`src/rtl/rs_single_error_corrector.sv`:
```
// rs_single_error_corrector: locates and fixes at most one RS(15,13) symbol error over GF(16)
// by stepping p = s1*alpha^j until it matches s2, then XORs q = s1*alpha^-j into symbol j.
module rs_single_error_corrector #(
    parameter int N            = 15,
    parameter int K            = 13,
    parameter int SYMBOL_WIDTH = 4
) (
    input  logic                       clk,
    input  logic                       rst,
    input  logic                       in_valid,
    output logic                       in_ready,
    input  logic [N*SYMBOL_WIDTH-1:0]  in_codeword,
    input  logic [SYMBOL_WIDTH-1:0]    in_s1,
    input  logic [SYMBOL_WIDTH-1:0]    in_s2,
    output logic                       out_valid,
    input  logic                       out_ready,
    output logic [N*SYMBOL_WIDTH-1:0]  out_codeword,
    output logic [K*SYMBOL_WIDTH-1:0]  out_msg,
    output logic [3:0]                 out_err_pos,
    output logic                       out_corrected,
    output logic                       out_uncorrectable
);
    typedef enum logic [1:0] {IDLE, SEARCH, DONE} state_t;
    state_t                      r_state;
    logic [N*SYMBOL_WIDTH-1:0]   r_cw;
    logic [3:0]                  r_s2, r_p, r_q, r_j, r_pos;
    logic                        r_valid, r_corr, r_unc;
    logic [3:0]                  w_p_next, w_q_next;
    logic [5:0]                  w_base;
    always_comb begin
        w_p_next = {r_p[2:0], 1'b0} ^ (r_p[3] ? 4'b0011 : 4'b0000);
        w_q_next = {1'b0, r_q[3:1]} ^ (r_q[0] ? 4'b1001 : 4'b0000);
        w_base   = {r_j, 2'b00};
    end
    always_ff @(posedge clk) begin
        if (rst) begin
            r_state <= IDLE;
            r_cw    <= '0;
            r_s2    <= '0;
            r_p     <= '0;
            r_q     <= '0;
            r_j     <= '0;
            r_pos   <= '0;
            r_valid <= 1'b0;
            r_corr  <= 1'b0;
            r_unc   <= 1'b0;
        end else begin
            case (r_state)
                IDLE: if (in_valid) begin
                    r_cw   <= in_codeword;
                    r_s2   <= in_s2;
                    r_p    <= in_s1;
                    r_q    <= in_s1;
                    r_j    <= '0;
                    r_pos  <= '0;
                    r_corr <= 1'b0;
                    r_unc  <= (in_s1 == '0) != (in_s2 == '0);
                    if (in_s1 == '0 || in_s2 == '0) begin
                        r_state <= DONE;
                        r_valid <= 1'b1;
                    end else begin
                        r_state <= SEARCH;
                    end
                end
                SEARCH: if (r_p == r_s2) begin
                    r_cw[w_base +: 4] <= r_cw[w_base +: 4] ^ r_q;
                    r_pos   <= r_j;
                    r_corr  <= 1'b1;
                    r_state <= DONE;
                    r_valid <= 1'b1;
                end else if (r_j == 4'd14) begin
                    // consistent syndromes always match before here
                    r_unc   <= 1'b1;
                    r_state <= DONE;
                    r_valid <= 1'b1;
                end else begin
                    r_j <= r_j + 4'd1;
                    r_p <= w_p_next;
                    r_q <= w_q_next;
                end
                DONE: if (out_ready) begin
                    r_state <= IDLE;
                    r_valid <= 1'b0;
                    r_corr  <= 1'b0;
                    r_unc   <= 1'b0;
                    r_pos   <= '0;
                end
                default: r_state <= IDLE;
            endcase
        end
    end
    assign in_ready          = (r_state == IDLE);
    assign out_valid         = r_valid;
    assign out_codeword      = r_cw;
    assign out_msg           = r_cw[N*SYMBOL_WIDTH-1:(N-K)*SYMBOL_WIDTH];
    assign out_err_pos       = r_pos;
    assign out_corrected     = r_corr;
    assign out_uncorrectable = r_unc;
endmodule

```
`config.mk`:
```
export PLATFORM = sky130hd
export DESIGN_NAME = rs_single_error_corrector
export DESIGN_NICKNAME = d
export VERILOG_FILES = /design/src/rtl/rs_single_error_corrector.sv
export SDC_FILE = /design/constraint.sdc
export NUM_CORES = 1
export LEC_CHECK = 0
export CORE_MARGIN = 2
export CORE_UTILIZATION = 42
export CTS_CLUSTER_SIZE = 25
export DETAILED_ROUTE_END_ITERATION = 7
export HOLD_SLACK_MARGIN = 0.15
export PLACE_DENSITY = 0.78
export SYNTH_ARGS = -nofsm -noshare
export SYNTH_HDL_FRONTEND = slang
export SYNTH_SLANG_ARGS = --single-unit
```
`constraint.sdc`:
```
create_clock -name clk -period 2.7 [get_ports clk]
set_input_delay 0.405 -clock clk [delete_from_list [all_inputs] [get_ports clk]]
set_output_delay 0.405 -clock clk [all_outputs]
set_load 0.05 [all_outputs]
```
# Word level (Yosys, flattened, before mapping)
# Index checks and enable logic that the tools add are counted.
totals:
  register_bits: 85
  in_bits: 72
  word_cells: 82
classes:
  addsub: 2
  eq_ne: 13
  shifts: 3
  n_mux: 38
  bitwise_logic: 3
  reduce_logical: 13
ops:
  columns: ["op", "n"]
  rows:
  - ["60-bit two-way mux", 2]
  - ["60-bit case mux with 2 select lines", 1]
  - ["60-bit bitwise mux", 1]
  - ["4-bit by 8-bit variable shift with 60-bit output (first input constant)", 1]
  - ["4-bit by 8-bit indexed part select with 60-bit output", 1]
  - ["60-bit by 7-bit indexed part select with 4-bit output", 1]
  - ["4-bit two-way mux", 11]
  - ["4-bit case mux with 2 select lines", 3]
  - ["2-bit two-way mux", 6]
  - ["2-bit inequality test (second input constant)", 6]
  - ["4-bit case mux with 3 select lines", 1]
  - ["5-bit AND reduction", 2]
  - ["1-bit two-way mux", 9]
  - ["1-bit case mux with 3 select lines", 3]
  - ["4-bit logical NOT", 2]
  - ["6-bit negator with 8-bit output", 1]
  - ["4-bit AND reduction", 2]
  - ["2-bit case mux with 3 select lines", 1]
  - ["3-bit AND reduction", 2]
  - ["4-bit by 1-bit adder with 4-bit output (second input constant)", 1]
  - ["4-bit equality test", 1]
  - ["4-bit equality test (second input constant)", 1]
  - ["3-bit by 4-bit XOR with 4-bit output", 1]
  - ["4-bit by 2-bit XOR with 4-bit output", 1]
  - ["11 further kinds", 11]

# Depth between registers and ports, before layout
logic_depth:
  word_depth: 6
  mapped_depth: 13

# Worst setup path after synthesis
# Ideal clock, no wire load.
synth_path:
  kind: "reg-to-reg"
  from: "reg r_j[0]"
  to: "reg r_cw[8] (netlist: out_codeword[8])"
  setup_ns: 0.122
  arrival_time_ns: 2.642
  required_ns: 2.578
  slack_ns: -0.064
  path_stages_with_launch: 13
  path_buffers: 4
  cell_sequence: "dfxtp_1 -> buf_6 -> buf_6 -> buf_6 -> inv_2 -> ha_1 -> or2_2 -> o21ai_0 -> a21oi_1 -> clkbuf_1 -> o21ai_0 -> a21oi_1 -> a221o_1"
synth_between:
  elab_chain_cells: 6
synth_rtl:
  columns: ["item", "line", "text"]
  rows:
  - ["start: declaration", "26", "logic [3:0] r_s2, r_p, r_q, r_j, r_pos;"]
  - ["start signal: assignment", "77", "r_j <= r_j + 4'd1;"]
  - ["60-bit by 7-bit indexed part select with 4-bit output", "66", "r_cw[w_base +: 4] <= r_cw[w_base +: 4] ^ r_q;"]
  - ["4-bit XOR", "66", null]
  - ["4-bit by 8-bit indexed part select with 60-bit output", "66", null]
  - ["60-bit bitwise mux (*)", "66", null]
  - ["60-bit two-way mux (*)", "65", "SEARCH: if (r_p == r_s2) begin"]
  - ["60-bit case mux with 2 select lines (*)", "48", "case (r_state)"]
  - ["end signal: assignment", "50", "r_cw <= in_codeword;"]
  - ["end signal: indexed assignment", "66", null]
  - ["end: declaration", "25", "logic [N*SYMBOL_WIDTH-1:0] r_cw;"]
# Mark *: on every way between the ends. The rest lies on a longest branch, timed or not. The select of a mux whose other input is x is not followed.
# A chain may end at the register's enable or synchronous reset.

# Worst setup path after layout
layout_path:
  from: "reg r_j[0]"
  to: "reg r_cw[10] (netlist: out_codeword[10])"
# The elaborated chain is that of the path after synthesis.

==> summary.txt <==
Outcome
  – Status: finished, final reports clean

Logic synthesis
  – Post-synth EDFFs: 0
  – Post-Syn Area: 5560 sq um
  – Post-Syn Instances: ~670
  – Post-synthesis register bit count: 85
  – Register area share after synthesis: between 30% and 40%
  – Ys Warns: 0
  – Post-synthesis cell type count: 62
  – Avg Cell Area, Syn: 8.28 sq um
  – Primary FF master, synth: dfxtp_1
  – Syn Nets: 752
  – FFs w/ async S/R, synth: 0%

CTS
  – Total CTS buffers: 9
  – Clock Sinks: 85
  – CTS Hold Bufs: 0
  – Post CTS Setup Buffer Count: 0
  – CTS root buffer: clkbuf_16
  – Clock Latency Late Sink: 350 ps
  – Clock buffer depth: 2
  – Clock-pin slew reported for the worst setup and hold paths after clock tree synthesis: 70 ps
  – H-tree levels: 3
  – CTS tree: built

Timing
  – Slew Viols, Final: 0
  – Setup TNS: 0 ps
  – Final setup viols: 0
  – Hold Fails Final Rpt: 0
  – Worst-Margin Slew: 932 ps
  – Tmin final: 2580 ps
  – Max Fclk: 387 MHz
  – Clock Skew: 12.3 ps
  – Worst rel slew slack: a little under two fifths
  – RSZ-0062 raised after global routing: false
  – Post-route setup slack: 119 ps
  – Fin crit share: 95.6%

GRT
  – First-pass GRT wire length: 32.1 mm
  – Global route overflow: 0
  – Gr usage total: between 20% and 30%
  – Largest net degree at the start of global routing: 52
  – Vias in the first global route: 5812
  – Initial antenna violation count: 0

Power
  – Static leakage: 2.82 nW
  – Max IR drop VDD: 0.721 mV
  – Pwr per Cell Area: 1330 nW/um^2

Place
  – Pre-CTS setup slack: ~110 ps
  – IO buf count: 191
  – HPWL after DPL: 15.7 mm
  – Routability cong.: around 0.9

Detailed routing
  – Antenna violation net count after detailed routing: 0
  – Via/cell ratio: 5.98
  – Drt first pass iters: 6
  – Routed WL per cell: 20.8 um
  – Initial drt markers: 624
  – Via count: approximately 6000
  – Final WL: 20.8 mm
  – Drt drc: 0

Worst hold path
  – Hold WC Path Type: reg2reg
  – WHS Path Cells: 2
  – Hold_sp: r_s2[3]
  – Hold Path End: r_s2[3]

Layout
  – Layout cells sized above 1: 11.2%
  – Antenna cells: 0
  – Nets: 901
  – Commonest non-fill, non-tap cell in the layout: clkdlybuf4s50_1
  – Synth-to-Final Area Change: 40.4%
  – Most frequent cells in the layout: clkdlybuf4s50_1 (191), dfxtp_1 (84), nand2_1 (58), nor2_1 (52), buf_4 (47)

Setup path
  – Worst r2r src: r_j[0]
  – Worst reg2reg path depth: 6
  – Worst-path fanout max: 27
  – Critical Path End Type: flop
  – Critical path type: reg2reg
  – Reg-to-reg endpoint: out_codeword[10]
  – Worst Path Required: roughly 3000 ps
  – WP data arrival: 2820 ps
  – R2r setup slk: 120 ps
  – Crit start category: flop

Floorplanning
  – Die Ht: approximately 120 um
  – Row Count: 42
  – Chip Width: 119 um
  – IO Count: 192
  – Die ar.: 14200 sq um
  – Starting Density: 42.5%
  – Core Region: approximately 13000 sq um

Job
  – Max cap viols: 0
## logic make-up after synthesis
group                    Yosys count  share of synthesized area (%)
AND/OR/NAND/NOR                  218                           19.5
flip-flops                        85                           30.6
buffers and inverters            115                           11.9
XOR/XNOR                          11                           2.07
adder cells (fa/ha/maj)            9                           2.03
multiplexers                      39                           8.83
AO/OA/AOI/OAI                    194                           25.0
## power breakdown
part           internal [mW]  leakage [nW]  switching, mW  total [mW]
Clock                  0.740         0.151          0.583        1.32
Combinational           2.32          1.97           4.50        6.81
Sequential              1.68         0.699          0.551        2.23
Total                   4.74          2.82           5.63        10.4
## sequential cells by signal (all words and copies together) (netlist names)
signal             count
r_q                    4
r_state                2
r_s2                   4
r_j                    4
out_uncorrectable      1
out_corrected          1
r_p                    4
out_codeword          60
out_valid              1
out_err_pos            4
## metrics by stage
step                      hold slack (ps)  cell area (sq um)  util (%)  total power [mW]  cells
final                                 466               7800      59.6              10.4   1001
after global routing                  501               7800      59.6              10.8   1001
after CTS                             470               7780      59.4              10.3   1001
after detailed placement              462               7460      57.0              8.97    985
after global placement                460               7460      57.0              8.89    985
after floorplan                       448               5560         -              6.91    671
## worst max-delay path, cell delays in order (launching register included)
cell	delay [ps]
dfxtp_1	420
buf_12	240
mux4_2	530
mux4_2	580
xnor2_4	310
nor3_1	100
a221o_1	270
## routing by layer
metal	up-vias	wire length, um	track usage (%)	share of wire (%)
li1	2752	-	-	-
met1	2870	8850	38.1	43
met2	330	9770	47.2	47
met3	35	1740	6.32	8.4
met4	0	454	9.15	2.2
met5	-	0	0	0
## synthesized netlist by cell type (12+ instances only)
master    number  area, sq um
nor3_1        20          100
o22ai_1       12         75.1
a21oi_1       41          205
o21ai_0       28          140
nand2_1       58          218
buf_4         52          390
inv_1         12         45.0
dfxtp_1       85         1700
a221o_1       19          190
nand3_1       14         70.1
nor2b_1       12         75.1
clkbuf_1      32          120
a211oi_1      14          105
mux2i_1       31          310
nor2_1        52          195
## timing repair
| item | CTS | global route |
|---|---|---|
| endpoints found under the hold margin | 0 | 0 |
| gates resized for setup | 0 | 7 |
| setup endpoints to repair | 0 | 25 |
## final cells by class
class,instances,area (sq um)
multi-input combinational,471,3230
sequential,85,1700
timing repair buffer,239,2280
clock buffer,9,225
tap,176,220
clock inverter,7,91.3
fill,1120,5280
inverter,14,52.6
## how the worst max path moves through the flow
stage | start | to | slack, ps | cells past startpoint
global placement | r_j[0] | out_codeword[50] | 120 | 9
detailed placement | r_j[2] | out_codeword[11] | 110 | 7
finish | r_j[0] | out_codeword[10] | 120 | 6
CTS | r_j[2] | out_codeword[11] | 100 | 7
global route | r_j[0] | out_codeword[32] | 10 | 10
floorplan | r_j[0] | out_codeword[16] | 10 | 12
Power figures use the tool's default switching activity.
